<file path="config.mk">
export PLATFORM = sky130hd
export DESIGN_NAME = apb2ahb_flat
export DESIGN_NICKNAME = d
export VERILOG_FILES = /design/src/rtl/apb2ahb_if.sv /design/src/rtl/apb2ahb.sv /design/src/flat_wrapper.sv
export SDC_FILE = /design/constraint.sdc
export NUM_CORES = 1
export LEC_CHECK = 0
export ABC_AREA = 1
export CAP_MARGIN = 40
export CELL_PAD_IN_SITES_DETAIL_PLACEMENT = 1
export CELL_PAD_IN_SITES_GLOBAL_PLACEMENT = 2
export CORE_ASPECT_RATIO = 1.75
export CORE_UTILIZATION = 20
export CTS_BUF_LIST = sky130_fd_sc_hd__clkbuf_8
export DETAILED_ROUTE_END_ITERATION = 8
export GPL_TIMING_DRIVEN = 0
export PLACE_DENSITY_LB_ADDON = 0.25
export SYNTH_ARGS = -nofsm -noshare
export SYNTH_HDL_FRONTEND = slang
export SYNTH_SLANG_ARGS = --single-unit
export TNS_END_PERCENT = 50
</file>
<file path="constraint.sdc">
create_clock -name clk -period 2 [get_ports clk]
set_clock_uncertainty 0.05 [all_clocks]
set_input_delay 0.2 -clock clk [delete_from_list [all_inputs] [get_ports clk]]
set_output_delay 0.2 -clock clk [all_outputs]
set_load 0.005 [all_outputs]
</file>
<file path="src/rtl/apb2ahb_if.sv">
// Bus bundle for the APB-completer / AHB-Lite-manager bridge.
// The slave view is the bridge; the master view is everything around it.
interface apb2ahb_if #(
   parameter int unsigned ADDR = 24,
   parameter int unsigned DATA = 32
);
   logic            psel;
   logic            penable;
   logic [2:0]      pprot;
   logic [ADDR-1:0] paddr;
   logic            pwrite;
   logic [DATA-1:0] pwdata;
   logic [3:0]      pstrb;
   logic [DATA-1:0] prdata;
   logic            pslverr;
   logic            pready;

   logic [1:0]      htrans;
   logic [2:0]      hburst;
   logic [2:0]      hsize;
   logic [3:0]      hprot;
   logic            hmastlock;
   logic [ADDR-1:0] haddr;
   logic            hwrite;
   logic [DATA-1:0] hwdata;
   logic [DATA-1:0] hrdata;
   logic            hresp;
   logic            hready;

   modport slave (
      input  psel, penable, pprot, paddr, pwrite, pwdata, pstrb,
      output prdata, pslverr, pready,
      output htrans, hburst, hsize, hprot, hmastlock, haddr, hwrite, hwdata,
      input  hrdata, hresp, hready
   );

   modport master (
      output psel, penable, pprot, paddr, pwrite, pwdata, pstrb,
      input  prdata, pslverr, pready,
      input  htrans, hburst, hsize, hprot, hmastlock, haddr, hwrite, hwdata,
      output hrdata, hresp, hready
   );
endinterface

</file>
<file path="src/rtl/apb2ahb.sv">
// APB completer to AHB-Lite manager bridge: each APB access becomes one
// AHB SINGLE transfer (or none for empty/illegal write strobes).
module apb2ahb #(
   parameter int unsigned ADDR = 24,
   parameter int unsigned DATA = 32
) (
   input  logic     clk,
   input  logic     reset,
   apb2ahb_if.slave bus
);

   localparam logic [1:0] HTRANS_IDLE   = 2'b00;
   localparam logic [1:0] HTRANS_NONSEQ = 2'b10;
   localparam logic [2:0] HSIZE_BYTE    = 3'b000;
   localparam logic [2:0] HSIZE_HALF    = 3'b001;
   localparam logic [2:0] HSIZE_WORD    = 3'b010;

   typedef enum logic [1:0] {S_IDLE, S_ADDR, S_DATA, S_RESP} state_t;

   state_t          r_state,   w_state_nxt;
   logic [1:0]      r_htrans,  w_htrans_nxt;
   logic [ADDR-1:0] r_haddr,   w_haddr_nxt;
   logic            r_hwrite,  w_hwrite_nxt;
   logic [2:0]      r_hsize,   w_hsize_nxt;
   logic [3:0]      r_hprot,   w_hprot_nxt;
   logic [DATA-1:0] r_hwdata,  w_hwdata_nxt;
   logic [DATA-1:0] r_prdata,  w_prdata_nxt;
   logic            r_pready,  w_pready_nxt;
   logic            r_pslverr, w_pslverr_nxt;

   logic            w_start;
   logic            w_strb_ok;
   logic [2:0]      w_strb_size;
   logic [1:0]      w_strb_off;
   logic            w_unused_ok;

   assign w_start     = bus.psel & bus.penable & ~r_pready;
   // pprot[1] has no AHB counterpart; low address bits come from the strobes
   assign w_unused_ok = ^{bus.pprot[1], bus.paddr[1:0]};

   // Write strobe pattern -> AHB transfer size and byte offset
   always_comb begin
      w_strb_ok   = 1'b1;
      w_strb_size = HSIZE_WORD;
      w_strb_off  = 2'd0;
      case (bus.pstrb)
         4'b1111: w_strb_size = HSIZE_WORD;
         4'b0011: w_strb_size = HSIZE_HALF;
         4'b1100: begin w_strb_size = HSIZE_HALF; w_strb_off = 2'd2; end
         4'b0001: w_strb_size = HSIZE_BYTE;
         4'b0010: begin w_strb_size = HSIZE_BYTE; w_strb_off = 2'd1; end
         4'b0100: begin w_strb_size = HSIZE_BYTE; w_strb_off = 2'd2; end
         4'b1000: begin w_strb_size = HSIZE_BYTE; w_strb_off = 2'd3; end
         default: w_strb_ok = 1'b0;
      endcase
   end

   // Next-state and next-output logic
   always_comb begin
      w_state_nxt   = r_state;
      w_htrans_nxt  = r_htrans;
      w_haddr_nxt   = r_haddr;
      w_hwrite_nxt  = r_hwrite;
      w_hsize_nxt   = r_hsize;
      w_hprot_nxt   = r_hprot;
      w_hwdata_nxt  = r_hwdata;
      w_prdata_nxt  = r_prdata;
      w_pready_nxt  = 1'b0;
      w_pslverr_nxt = r_pslverr;

      case (r_state)
         S_IDLE: begin
            if (w_start) begin
               if (!bus.pwrite || w_strb_ok) begin
                  w_htrans_nxt = HTRANS_NONSEQ;
                  w_haddr_nxt  = bus.pwrite ? {bus.paddr[ADDR-1:2], w_strb_off}
                                            : {bus.paddr[ADDR-1:2], 2'b00};
                  w_hsize_nxt  = bus.pwrite ? w_strb_size : HSIZE_WORD;
                  w_hwrite_nxt = bus.pwrite;
                  w_hprot_nxt  = {2'b00, bus.pprot[0], ~bus.pprot[2]};
                  w_hwdata_nxt = bus.pwdata;
                  w_state_nxt  = S_ADDR;
               end else begin
                  // Empty strobe completes quietly; any other pattern is an error
                  w_pready_nxt  = 1'b1;
                  w_pslverr_nxt = (bus.pstrb != 4'b0000);
                  w_state_nxt   = S_RESP;
               end
            end
         end
         S_ADDR: begin
            if (bus.hready) begin
               w_htrans_nxt = HTRANS_IDLE;
               w_state_nxt  = S_DATA;
            end
         end
         S_DATA: begin
            // hresp with hready low is the first ERROR cycle and is ignored
            if (bus.hready) begin
               if (!r_hwrite) begin
                  w_prdata_nxt = bus.hrdata;
               end
               w_pslverr_nxt = bus.hresp;
               w_pready_nxt  = 1'b1;
               w_state_nxt   = S_RESP;
            end
         end
         S_RESP: begin
            w_pslverr_nxt = 1'b0;
            w_state_nxt   = S_IDLE;
         end
         default: begin
            w_htrans_nxt = HTRANS_IDLE;
            w_state_nxt  = S_IDLE;
         end
      endcase
   end

   // State and output registers
   always_ff @(posedge clk) begin
      if (reset) begin
         r_state   <= S_IDLE;
         r_htrans  <= HTRANS_IDLE;
         r_haddr   <= '0;
         r_hwrite  <= 1'b0;
         r_hsize   <= HSIZE_WORD;
         r_hprot   <= 4'b0000;
         r_hwdata  <= '0;
         r_prdata  <= '0;
         r_pready  <= 1'b0;
         r_pslverr <= 1'b0;
      end else begin
         r_state   <= w_state_nxt;
         r_htrans  <= w_htrans_nxt;
         r_haddr   <= w_haddr_nxt;
         r_hwrite  <= w_hwrite_nxt;
         r_hsize   <= w_hsize_nxt;
         r_hprot   <= w_hprot_nxt;
         r_hwdata  <= w_hwdata_nxt;
         r_prdata  <= w_prdata_nxt;
         r_pready  <= w_pready_nxt;
         r_pslverr <= w_pslverr_nxt;
      end
   end

   assign bus.htrans    = r_htrans;
   assign bus.hburst    = 3'b000;
   assign bus.hmastlock = 1'b0;
   assign bus.haddr     = r_haddr;
   assign bus.hwrite    = r_hwrite;
   assign bus.hsize     = r_hsize;
   assign bus.hprot     = r_hprot;
   assign bus.hwdata    = r_hwdata;
   assign bus.prdata    = r_prdata;
   assign bus.pready    = r_pready;
   assign bus.pslverr   = r_pslverr;

endmodule

</file>
<file path="src/flat_wrapper.sv">
// flat-port wrapper written by rule: the top's interface ports become plain ports
module apb2ahb_flat 
#(
   parameter int unsigned ADDR = 24,
   parameter int unsigned DATA = 32
)
  (clk, reset, bus_psel, bus_penable, bus_pprot, bus_paddr, bus_pwrite, bus_pwdata, bus_pstrb, bus_prdata, bus_pslverr, bus_pready, bus_htrans, bus_hburst, bus_hsize, bus_hprot, bus_hmastlock, bus_haddr, bus_hwrite, bus_hwdata, bus_hrdata, bus_hresp, bus_hready);
  apb2ahb_if #(.ADDR(ADDR), .DATA(DATA)) bus_i ();
  input  logic clk;
  input  logic reset;
  input wire logic [$bits(bus_i.psel)-1:0] bus_psel;
  input wire logic [$bits(bus_i.penable)-1:0] bus_penable;
  input wire logic [$bits(bus_i.pprot)-1:0] bus_pprot;
  input wire logic [$bits(bus_i.paddr)-1:0] bus_paddr;
  input wire logic [$bits(bus_i.pwrite)-1:0] bus_pwrite;
  input wire logic [$bits(bus_i.pwdata)-1:0] bus_pwdata;
  input wire logic [$bits(bus_i.pstrb)-1:0] bus_pstrb;
  output wire logic [$bits(bus_i.prdata)-1:0] bus_prdata;
  output wire logic [$bits(bus_i.pslverr)-1:0] bus_pslverr;
  output wire logic [$bits(bus_i.pready)-1:0] bus_pready;
  output wire logic [$bits(bus_i.htrans)-1:0] bus_htrans;
  output wire logic [$bits(bus_i.hburst)-1:0] bus_hburst;
  output wire logic [$bits(bus_i.hsize)-1:0] bus_hsize;
  output wire logic [$bits(bus_i.hprot)-1:0] bus_hprot;
  output wire logic [$bits(bus_i.hmastlock)-1:0] bus_hmastlock;
  output wire logic [$bits(bus_i.haddr)-1:0] bus_haddr;
  output wire logic [$bits(bus_i.hwrite)-1:0] bus_hwrite;
  output wire logic [$bits(bus_i.hwdata)-1:0] bus_hwdata;
  input wire logic [$bits(bus_i.hrdata)-1:0] bus_hrdata;
  input wire logic [$bits(bus_i.hresp)-1:0] bus_hresp;
  input wire logic [$bits(bus_i.hready)-1:0] bus_hready;
  assign bus_i.psel = bus_psel;
  assign bus_i.penable = bus_penable;
  assign bus_i.pprot = bus_pprot;
  assign bus_i.paddr = bus_paddr;
  assign bus_i.pwrite = bus_pwrite;
  assign bus_i.pwdata = bus_pwdata;
  assign bus_i.pstrb = bus_pstrb;
  assign bus_prdata = bus_i.prdata;
  assign bus_pslverr = bus_i.pslverr;
  assign bus_pready = bus_i.pready;
  assign bus_htrans = bus_i.htrans;
  assign bus_hburst = bus_i.hburst;
  assign bus_hsize = bus_i.hsize;
  assign bus_hprot = bus_i.hprot;
  assign bus_hmastlock = bus_i.hmastlock;
  assign bus_haddr = bus_i.haddr;
  assign bus_hwrite = bus_i.hwrite;
  assign bus_hwdata = bus_i.hwdata;
  assign bus_i.hrdata = bus_hrdata;
  assign bus_i.hresp = bus_hresp;
  assign bus_i.hready = bus_hready;
  apb2ahb #(.ADDR(ADDR), .DATA(DATA)) u_core (.clk(clk), .reset(reset), .bus(bus_i));
endmodule
</file>
==> results of run 1 <==
[report_power, final]
group          switching [W]  internal, W  leakage (nW)  total (W)
registers           0.000141      0.00220         0.797    0.00235
clock network       0.000772     0.000730         0.117    0.00150
logic               0.000755     0.000830          1.45    0.00159
[registers in the layout, indices dropped and copies added, names as in the netlist]
name and count:
u_core.bus.htrans 1, u_core.bus.haddr 24, u_core.r_state 2, u_core.bus.prdata 32, u_core.bus.hprot 2, u_core.bus.hwdata 32, u_core.bus.pslverr 1, u_core.bus.hsize 2
u_core.bus.pready 1, u_core.bus.hwrite 1
[stage by stage]
stage / TNS (ns) / utilization / total power, W / instance area (sq um) / instances
2_1_floorplan: 0 / - / 0.00306 / 3730 / 497
3_3_place_gp: -11.34 / 0.330 / 0.00395 / 5950 / 924
3_5_place_dp: -16.67 / 0.330 / 0.00399 / 5950 / 924
4_1_cts: 0 / 0.343 / 0.00556 / 6190 / 940
5_1_grt: 0 / 0.344 / 0.00584 / 6210 / 940
6_report: 0 / 0.344 / 0.00543 / 6210 / 940
[layer usage]
metal  vias up  wire length, um  track usage
li1       1968                -            -
met1      1813             5210        0.150
met5         -                0            0
met2       137             7130        0.274
met3        10              977       0.0427
met4         0              144       0.0389
[synth_stat cells (all sizes together)]
cell type	instances	area share
nand3	9	0.014
conb	1	0.0010
nand2	136	0.14
inv	19	0.019
o21ai	38	0.051
ha	5	0.017
a22oi	1	0.0020
buf	20	0.036
nand4	4	0.0068
dfxtp	98	0.53
a21oi	68	0.092
clkbuf	17	0.017
nor2	74	0.076
[repair_timing]
item / CTS / global route
endpoints found under the setup margin: 18 / 81
endpoints found under the hold margin: 0 / 0
gates resized for setup: 1 / 10
hold buffers: 0 / 0
[cell type report]
type                            count  area share
Multi-Input combinational cell    343       0.244
Timing Repair Buffer              193       0.311
Clock buffer                        9      0.0200
Inverter                           19      0.0115
Tap cell                          234      0.0472
Sequential cell                    98       0.316
Clock inverter                      7      0.0171
Buffer                             37      0.0323
[layout by cell type, fill, tap and decap left out, drive strengths merged]
cell and n:
buf 20, nand3 9, nor2 74, nand2 136, clkinv 1, inv 23, conb 8, a21oi 68
clkdlybuf4s50 193, o21ai 38, dfxtp 98, nand4 4, ha 5, bufinv 2, clkbuf 26, a22oi 1
[cell families after synthesis]
family,after synthesis
flip-flops,98
AO/OA/AOI/OAI,107
buffers and inverters,56
adder cells (fa/ha/maj),5
AND/OR/NAND/NOR,223
other,1
[path summary, 6_finish.rpt]
kind | endpoint | depth (start not counted) | start
worst min register to register | u_core.bus.haddr[1] | 2 | u_core.bus.haddr[1]
worst max register to register | u_core.bus.prdata[20] | 8 | u_core.r_state[0]
worst max-delay path | u_core.bus.hwdata[1] | 11 | bus_pstrb[1]
worst min-delay path | u_core.bus.hwdata[18] | 2 | reset
==> summary.json, run 1 <==
{
  "clk_pin_slew_ns": 0.11,
  "post_layout_net_count": 808,
  "critical_path.endpoint_type": "register",
  "synthSimpleGateAreaFrac": 0.235,
  "finalSetupViolCount": 0,
  "insertedDiodeCount": 0,
  "drt_wl_total_mm": 13.5,
  "postSynthRegisterBits": 98,
  "pin_count": 206,
  "post_drt_via_cell_ratio": 4.18,
  "critPathSlowestCell": "clkdlybuf4s50_1",
  "drtAntennaViolNets": 0,
  "drt_first_pass_iters": 4,
  "design.core.area_sq_um": 18100,
  "register_area_sq_um": 1960,
  "gp_congestion": 0.772,
  "fp.dieArea_sq_um": 19100,
  "multi_input_area_sq_um": 1520,
  "pre_cts_slack_ns": -0.352,
  "fmax_mhz": 561,
  "nFillCells": 2222,
  "report.final.hold_viol_count": 0,
  "mappedNetlistArea_sq_um": 3700,
  "drtIter0Drc": 87,
  "post_synth_fa_ha_maj_area_fraction": 0.0169,
  "grt_pass1_vias": 4151,
  "final_max_slew_viol_count": 0,
  "power.leakage_nw": 2.37,
  "cp_max_fo": 10,
  "result_of_the_run": "finished clean",
  "setup_ws_ns": 0.216,
  "worst_ep_arrival_time_ns": 2.03,
  "final.min_clock_period_ns": 1.78,
  "rows": 65,
  "tritoncts.num_buffers": 9,
  "worst-endpoint-required_ns": 2.25,
  "fp.dieW_um": 105,
  "grt_overflow": 0,
  "max-clock-path-buffers": 2,
  "power.ir.vdd_worst_mv": 0.312,
  "cts_setup_buffers": 0,
  "cts_tree": "done",
  "synth_compound_area_frac": 0.145,
  "grt_util_all_layers": 0.144,
  "flow.area_growth_from_synthesis_pct": 67.6,
  "synth_xor_area_frac": 0,
  "die_h_um": 182,
  "r2r_setup_slack_ns": 0.24,
  "max-cap-violations": 0,
  "netlist_instances": 490,
  "post-route-drc-count": 0,
  "cp_num_buf_inv": 5,
  "clkSinkCount": 98,
  "timing.slew.headroom": 0.597,
  "power-per-cell-area_nw_per_um2": 875,
  "largest_net_degree_at_the_start_of_global_routing": 19,
  "floorplan.initialDensity": 0.205,
  "ys_seq_area_frac": 0.530,
  "antenna_found_initial": 0,
  "min_path_type": "in -> reg",
  "synthMuxAreaShare": 0,
  "grt_pass1_wl_mm": 21.6,
  "final_clock_period_utilization_by_the_worst_path": 0.892,
  "dp_hpwl_mm": 10.6,
  "clock_latency_ns": 0.36,
  "buffer_ports.inserted": 193,
  "critical-path-top-delay-family": "buffers and inverters",
  "clock_tree.root_cell": "clkbuf_8",
  "main_combinational_cell_family_by_area_after_synthesis": "simple AND/OR/NAND/NOR gates",
  "post_synth.cell_area_avg_sq_um": 7.56,
  "worst_slew_pin_slew_ns": 0.604,
  "count_of_distinct_cell_types_in_the_synthesized_netlist": 20,
  "synthesis.yosys.warnings": 0,
  "critical_path.max_stage_delay_ns": 0.55,
  "unrepaired_setup_endpoints_after_global_routing": "no",
  "crit_chain": "clkdlybuf4s50_1 -> inv_1 -> o21ai_1 -> nand2_1 -> nand2_2 -> nand3_4 -> inv_2 -> buf_6 -> buf_6 -> nand2_1 -> a21oi_1",
  "clock_tree.htree_level_count": 3,
  "start_kind": "primary input",
  "worst_hold_slack_ns": 0.289,
  "setup.worst_path.class": "in -> reg",
  "drt-wirelength-per-cell_um": 14.3,
  "drive_gt1_frac": 0.0652,
  "via_count": 3928
}
No activity file was read; power rests on OpenSTA's default activity.
==> run 2: changes to the inputs <==
Settings changed: CTS_CLUSTER_DIAMETER from default to 40, MAX_ROUTING_LAYER from default to met4.
==> run 2 against run 1 <==
Net effect:
- flip-flop and latch count stayed put
- cell count stayed put
- via count about the same
- die area stayed put
- power is essentially flat
- critical path type unchanged
==> summary.json, run 2 (same netlist as run 1, synthesis figures left out) <==
{
  "result_of_the_run": {"value": "finished clean", "change": "unchanged"},
  "post_layout_net_count": {"value": 808, "change": "unchanged"},
  "grt_pass1_wl": {"value": 21.6, "unit": "mm", "change": "about the same"},
  "clkSinkCount": {"value": 98, "change": "unchanged"},
  "drt-wirelength-per-cell": {"value": 14.3, "unit": "um", "change": "about the same"},
  "power.ir.vdd_worst": {"value": 0.309, "unit": "mV", "change": "was 0.312 mV"},
  "min_path_type": {"value": "in -> reg", "change": "unchanged"},
  "clock_latency": {"value": 0.36, "unit": "ns", "change": "about the same"},
  "final_max_slew_viol_count": {"value": 0, "change": "unchanged"},
  "gp_congestion": {"value": 0.784, "change": "was 0.772"},
  "worst_slew_pin_slew": {"value": 0.620, "unit": "ns", "change": "was 0.604 ns"},
  "post-route-drc-count": {"value": 0, "change": "unchanged"},
  "power-per-cell-area": {"value": 876, "unit": "nW/um^2", "change": "was 875 nW/um^2"},
  "floorplan.initialDensity": {"value": 0.205, "change": "unchanged"},
  "timing.slew.headroom": {"value": 0.587, "change": "was 0.597"},
  "post_drt_via_cell_ratio": {"value": 4.18, "change": "about the same"},
  "critical_path.endpoint_type": {"value": "register", "change": "unchanged"},
  "placement.cell_area": {"value": 5950, "unit": "sq um", "change": "unchanged"},
  "design.core.area": {"value": 18100, "unit": "sq um", "change": "unchanged"},
  "report.final.hold_viol_count": {"value": 0, "change": "unchanged"},
  "pin_count": {"value": 206, "change": "unchanged"},
  "clock_tree.root_cell": {"value": "clkbuf_8", "change": "unchanged"},
  "finalSetupViolCount": {"value": 0, "change": "unchanged"},
  "fmax": {"value": 561, "unit": "MHz", "change": "about the same"},
  "dp_hpwl": {"value": 10.6, "unit": "mm", "change": "unchanged"},
  "cts-hold-fix-buffers": {"value": 0, "change": "unchanged"},
  "largest_net_degree_at_the_start_of_global_routing": {"value": 19, "change": "unchanged"},
  "worst_ep_arrival_time": {"value": 2.03, "unit": "ns", "change": "about the same"},
  "hold_path_startpoint": {"value": "reset", "change": "unchanged"},
  "tns": {"value": 0, "unit": "ns", "change": "unchanged"},
  "place_inst": {"value": 924, "change": "unchanged"},
  "clock_tree.htree_level_count": {"value": 3, "change": "unchanged"},
  "min_delay_worst_endpoint": {"value": "u_core.bus.hwdata[18]", "change": "unchanged"},
  "worst_hold_path.num_cells": {"value": 2, "change": "unchanged"},
  "setup_ws": {"value": 0.218, "unit": "ns", "change": "was 0.216 ns"},
  "cts_tree": {"value": "done", "change": "unchanged"},
  "max-cap-violations": {"value": 0, "change": "unchanged"},
  "cp_num_buf_inv": {"value": 5, "change": "unchanged"},
  "timing.rr.end": {"value": "u_core.bus.prdata[20]", "change": "unchanged"},
  "via_count": {"value": 3927, "change": "was 3,928"},
  "worst_r2r_path_depth": {"value": 8, "change": "unchanged"},
  "unrepaired_setup_endpoints_after_global_routing": {"value": "no", "change": "unchanged"},
  "most_common_cell_after_layout_fill_and_taps_aside": {"value": "clkdlybuf4s50_1", "change": "unchanged"},
  "fp.dieArea": {"value": 19100, "unit": "sq um", "change": "unchanged"},
  "flow.area_growth_from_synthesis": {"value": 67.6, "unit": "%", "change": "unchanged"},
  "drt_first_pass_iters": {"value": 4, "change": "unchanged"},
  "critical_path.max_stage_delay": {"value": 0.55, "unit": "ns", "change": "about the same"},
  "start_kind": {"value": "primary input", "change": "unchanged"},
  "insertedDiodeCount": {"value": 0, "change": "unchanged"},
  "worst-endpoint-required": {"value": 2.25, "unit": "ns", "change": "about the same"},
  "power.leakage": {"value": 2.37, "unit": "nW", "change": "unchanged"},
  "setup.worst_path.class": {"value": "in -> reg", "change": "unchanged"},
  "r2r_setup_slack": {"value": 0.24, "unit": "ns", "change": "about the same"},
  "pre_cts_slack": {"value": -0.352, "unit": "ns", "change": "unchanged"},
  "critical-path-top-delay-family": {"value": "buffers and inverters", "change": "unchanged"},
  "buffer_ports.inserted": {"value": 193, "change": "unchanged"},
  "final_clock_period_utilization_by_the_worst_path": {"value": 0.891, "change": "was 0.892"},
  "cp_max_fo": {"value": 10, "change": "unchanged"},
  "drtIter0Drc": {"value": 84, "change": "was 87"},
  "worst_hold_slack": {"value": 0.300, "unit": "ns", "change": "was 0.289 ns"},
  "drive_gt1_frac": {"value": 0.0652, "change": "unchanged"},
  "die_h": {"value": 182, "unit": "um", "change": "unchanged"},
  "critPathSlowestCell": {"value": "clkdlybuf4s50_1", "change": "unchanged"},
  "antenna_found_initial": {"value": 0, "change": "unchanged"},
  "grt_pass1_vias": {"value": 4158, "change": "was 4,151"},
  "crit_chain": {"value": "clkdlybuf4s50_1 -> inv_1 -> o21ai_1 -> nand2_1 -> nand2_2 -> nand3_4 -> inv_2 -> buf_6 -> buf_6 -> nand2_1 -> a21oi_1", "change": "unchanged"},
  "final.min_clock_period": {"value": 1.78, "unit": "ns", "change": "about the same"},
  "drtAntennaViolNets": {"value": 0, "change": "unchanged"},
  "drt_wl_total": {"value": 13.5, "unit": "mm", "change": "about the same"},
  "critical_path.reg2reg.startpoint": {"value": "u_core.r_state[0]", "change": "unchanged"},
  "fp.dieW": {"value": 105, "unit": "um", "change": "unchanged"},
  "cts_setup_buffers": {"value": 0, "change": "unchanged"},
  "mostFrequentLayoutCells": {"value": "clkdlybuf4s50_1, nand2_1, dfxtp_1", "change": "unchanged"},
  "max-clock-path-buffers": {"value": 2, "change": "unchanged"},
  "clk_pin_slew": {"value": 0.12, "unit": "ns", "change": "was 0.11 ns"},
  "finalNonFillerCells": {"value": 940, "change": "unchanged"},
  "grt_util_all_layers": {"value": 0.148, "change": "was 0.144"},
  "tritoncts.num_buffers": {"value": 9, "change": "unchanged"},
  "layout.cell_area.non_filler": {"value": 6210, "unit": "sq um", "change": "unchanged"},
  "grt_overflow": {"value": 0, "change": "unchanged"},
  "rows": {"value": 65, "change": "unchanged"}
}
## run 2: cell counts in the layout (fill, tap and decap cells not counted)
Identical to the previous run, type by type.
## run 2: timing repair
item	CTS	global route
pin swaps	0	0
endpoints found under the setup margin	18	81
hold endpoints to repair	0	0
resized for setup	1	10
## run 2: area by class of cell
cell class | instances | area [sq um]
clock inverters | 7 | 106
flip-flops and latches | 98 | 1960
inverters | 19 | 71.3
repair buffers | 193 | 1930
fillers | 2222 | 11800
multi-input cells | 343 | 1520
well taps | 234 | 293
clock buffers | 9 | 124
plain buffers | 37 | 200
## run 2: stage by stage
stage | total power [W] | utilization
2_1_floorplan | 0.00306 | -
3_3_place_gp | 0.00395 | 0.330
3_5_place_dp | 0.00399 | 0.330
4_1_cts | 0.00556 | 0.343
5_1_grt | 0.00585 | 0.344
6_report | 0.00543 | 0.344
## run 2: worst max path at each step
stage	cells after the start	slack, ns	end	from
after floorplan	9	0.45	u_core.r_state[1]	u_core.r_state[0]
after global placement	12	-0.24	u_core.bus.hwdata[8]	bus_pstrb[1]
after detailed placement	11	-0.35	u_core.bus.hwdata[12]	bus_pstrb[0]
after CTS	11	0.05	u_core.bus.hwdata[13]	bus_pstrb[0]
after global routing	11	0.009	u_core.bus.hwdata[5]	bus_pstrb[1]
final	11	0.22	u_core.bus.hwdata[1]	bus_pstrb[1]
## run 2: report_power, final
group | total (W) | internal (W) | switching, W
Clock | 0.00150 | 0.000730 | 0.000772
Sequential | 0.00235 | 0.00220 | 0.000141
Combinational | 0.00159 | 0.000830 | 0.000756
## run 2: layer usage
metal	global-route usage	part of all wire
met1	0.152	0.39
met5	-	0
met2	0.274	0.53
met4	0.0389	0.010
met3	0.0402	0.069
==> run 3: changes to the inputs <==
Settings changed: CAP_MARGIN 40 to default, SKIP_CTS_REPAIR_TIMING from default to 1, TNS_END_PERCENT 50 to 100.
==> run 3 against run 2 <==
Net effect:
- utilization is the same
- via count about the same
- flip-flop and latch count stayed put
==> summary.json, run 3 (same netlist as run 1, synthesis figures left out) <==
{
  "rows": {"value": 65, "change": "unchanged"},
  "max-cap-violations": {"value": 0, "change": "unchanged"},
  "post_drt_via_cell_ratio": {"value": 4.18, "change": "about the same"},
  "timing.slew.headroom": {"value": 0.587, "change": "unchanged"},
  "largest_net_degree_at_the_start_of_global_routing": {"value": 19, "change": "unchanged"},
  "drt_first_pass_iters": {"value": 4, "change": "unchanged"},
  "power-per-cell-area": {"value": 876, "unit": "nW/um^2", "change": "about the same"},
  "clk_pin_slew": {"value": 0.12, "unit": "ns", "change": "about the same"},
  "setup.worst_path.class": {"value": "in -> reg", "change": "unchanged"},
  "fp.dieArea": {"value": 19100, "unit": "sq um", "change": "unchanged"},
  "tritoncts.num_buffers": {"value": 9, "change": "unchanged"},
  "clock_latency": {"value": 0.36, "unit": "ns", "change": "about the same"},
  "insertedDiodeCount": {"value": 0, "change": "unchanged"},
  "fp.dieW": {"value": 105, "unit": "um", "change": "unchanged"},
  "final_clock_period_utilization_by_the_worst_path": {"value": 0.891, "change": "unchanged"},
  "post-route-drc-count": {"value": 0, "change": "unchanged"},
  "cp_max_fo": {"value": 10, "change": "unchanged"},
  "pin_count": {"value": 206, "change": "unchanged"},
  "drt-wirelength-per-cell": {"value": 14.3, "unit": "um", "change": "about the same"},
  "tns": {"value": 0, "unit": "ns", "change": "unchanged"},
  "drive_gt1_frac": {"value": 0.0652, "change": "unchanged"},
  "finalSetupViolCount": {"value": 0, "change": "unchanged"},
  "worst_hold_slack": {"value": 0.300, "unit": "ns", "change": "unchanged"},
  "result_of_the_run": {"value": "finished clean", "change": "unchanged"},
  "worst_ep_arrival_time": {"value": 2.03, "unit": "ns", "change": "about the same"},
  "max-clock-path-buffers": {"value": 2, "change": "unchanged"},
  "final_max_slew_viol_count": {"value": 0, "change": "unchanged"},
  "die_h": {"value": 182, "unit": "um", "change": "unchanged"},
  "final.min_clock_period": {"value": 1.78, "unit": "ns", "change": "unchanged"},
  "cts_tree": {"value": "done", "change": "unchanged"},
  "min_path_type": {"value": "in -> reg", "change": "unchanged"},
  "gp_congestion": {"value": 0.784, "change": "unchanged"},
  "critical_path.endpoint_type": {"value": "register", "change": "unchanged"},
  "drt_wl_total": {"value": 13.5, "unit": "mm", "change": "about the same"},
  "grt_overflow": {"value": 0, "change": "unchanged"},
  "design.core.area": {"value": 18100, "unit": "sq um", "change": "unchanged"},
  "grt_pass1_vias": {"value": 4156, "change": "was 4,158"},
  "floorplan.initialDensity": {"value": 0.205, "change": "unchanged"},
  "via_count": {"value": 3926, "change": "was 3,927"},
  "power.leakage": {"value": 2.37, "unit": "nW", "change": "unchanged"},
  "report.final.hold_viol_count": {"value": 0, "change": "unchanged"},
  "dp_hpwl": {"value": 10.6, "unit": "mm", "change": "unchanged"},
  "worst-endpoint-required": {"value": 2.25, "unit": "ns", "change": "about the same"},
  "antenna_found_initial": {"value": 0, "change": "unchanged"},
  "post_layout_net_count": {"value": 808, "change": "unchanged"},
  "buffer_ports.inserted": {"value": 193, "change": "unchanged"},
  "unrepaired_setup_endpoints_after_global_routing": {"value": "no", "change": "unchanged"},
  "grt_pass1_wl": {"value": 21.6, "unit": "mm", "change": "about the same"},
  "flow.area_growth_from_synthesis": {"value": 67.6, "unit": "%", "change": "unchanged"},
  "mostFrequentLayoutCells": {"value": "clkdlybuf4s50_1, nand2_1, dfxtp_1", "change": "unchanged"},
  "drtIter0Drc": {"value": 86, "change": "was 84"},
  "power.ir.vdd_worst": {"value": 0.309, "unit": "mV", "change": "about the same"},
  "clock_tree.htree_level_count": {"value": 3, "change": "unchanged"},
  "fmax": {"value": 561, "unit": "MHz", "change": "unchanged"},
  "worst_slew_pin_slew": {"value": 0.620, "unit": "ns", "change": "unchanged"},
  "start_kind": {"value": "primary input", "change": "unchanged"},
  "clkSinkCount": {"value": 98, "change": "unchanged"},
  "most_common_cell_after_layout_fill_and_taps_aside": {"value": "clkdlybuf4s50_1", "change": "unchanged"},
  "drtAntennaViolNets": {"value": 0, "change": "unchanged"},
  "nFillCells": {"value": 2222, "change": "unchanged"},
  "clock_tree.root_cell": {"value": "clkbuf_8", "change": "unchanged"},
  "grt_util_all_layers": {"value": 0.148, "change": "about the same"}
}
==> run 3: cell counts in the layout (fill, tap and decap cells not counted) <==
Identical to the previous run, type by type.
==> run 3: final timing paths <==
kind	start	endpoint	slack, ns	cells after the start
worst max-delay path	bus_pstrb[1]	u_core.bus.hwdata[1]	0.22	11
worst min-delay path	reset	u_core.bus.hwdata[18]	0.30	2
worst max register to register	u_core.r_state[0]	u_core.bus.prdata[20]	0.24	8
worst min register to register	u_core.bus.haddr[1]	u_core.bus.haddr[1]	0.42	2
==> run 3: cell type report <==
class,instances,area (sq um),area share
Buffer,37,200,0.0323
Multi-Input combinational cell,343,1520,0.244
Timing Repair Buffer,193,1930,0.311
Clock buffer,9,124,0.0200
Inverter,19,71.3,0.0115
Tap cell,234,293,0.0472
Clock inverter,7,106,0.0171
Sequential cell,98,1960,0.316
==> run 3: where the power goes <==
part	total (W)	internal (W)	switching (W)
Sequential	0.00235	0.00220	0.000141
Combinational	0.00159	0.000830	0.000756
Clock	0.00150	0.000730	0.000772
==> run 3: worst max-delay path, cell delays in order <==
cell	delay [ns]
clkdlybuf4s50_1	0.55
inv_1	0.08
o21ai_1	0.15
nand2_1	0.12
nand2_2	0.15
nand3_4	0.15
inv_2	0.14
buf_6	0.15
buf_6	0.15
nand2_1	0.05
a21oi_1	0.12
==> run 3: metal layers <==
| metal | routed length [um] | vias to the layer above | track usage |
|---|---|---|---|
| met5 | 0 | - | - |
| met4 | 135 | 0 | 0.0389 |
| met3 | 929 | 8 | 0.0402 |
| met2 | 7160 | 136 | 0.274 |
| met1 | 5230 | 1812 | 0.152 |
| li1 | - | 1970 | - |
==> run 3: stage by stage <==
step           worst slack, ns  std cells   util  power, W  instance area, sq um
3_3_place_gp            -0.245        924  0.330   0.00395                  5950
2_1_floorplan            0.454        497      -   0.00306                  3730
6_report                 0.218        940  0.344   0.00543                  6210
3_5_place_dp            -0.352        924  0.330   0.00399                  5950
5_1_grt                0.00944        940  0.344   0.00585                  6210
4_1_cts                -0.0444        940  0.342   0.00556                  6180
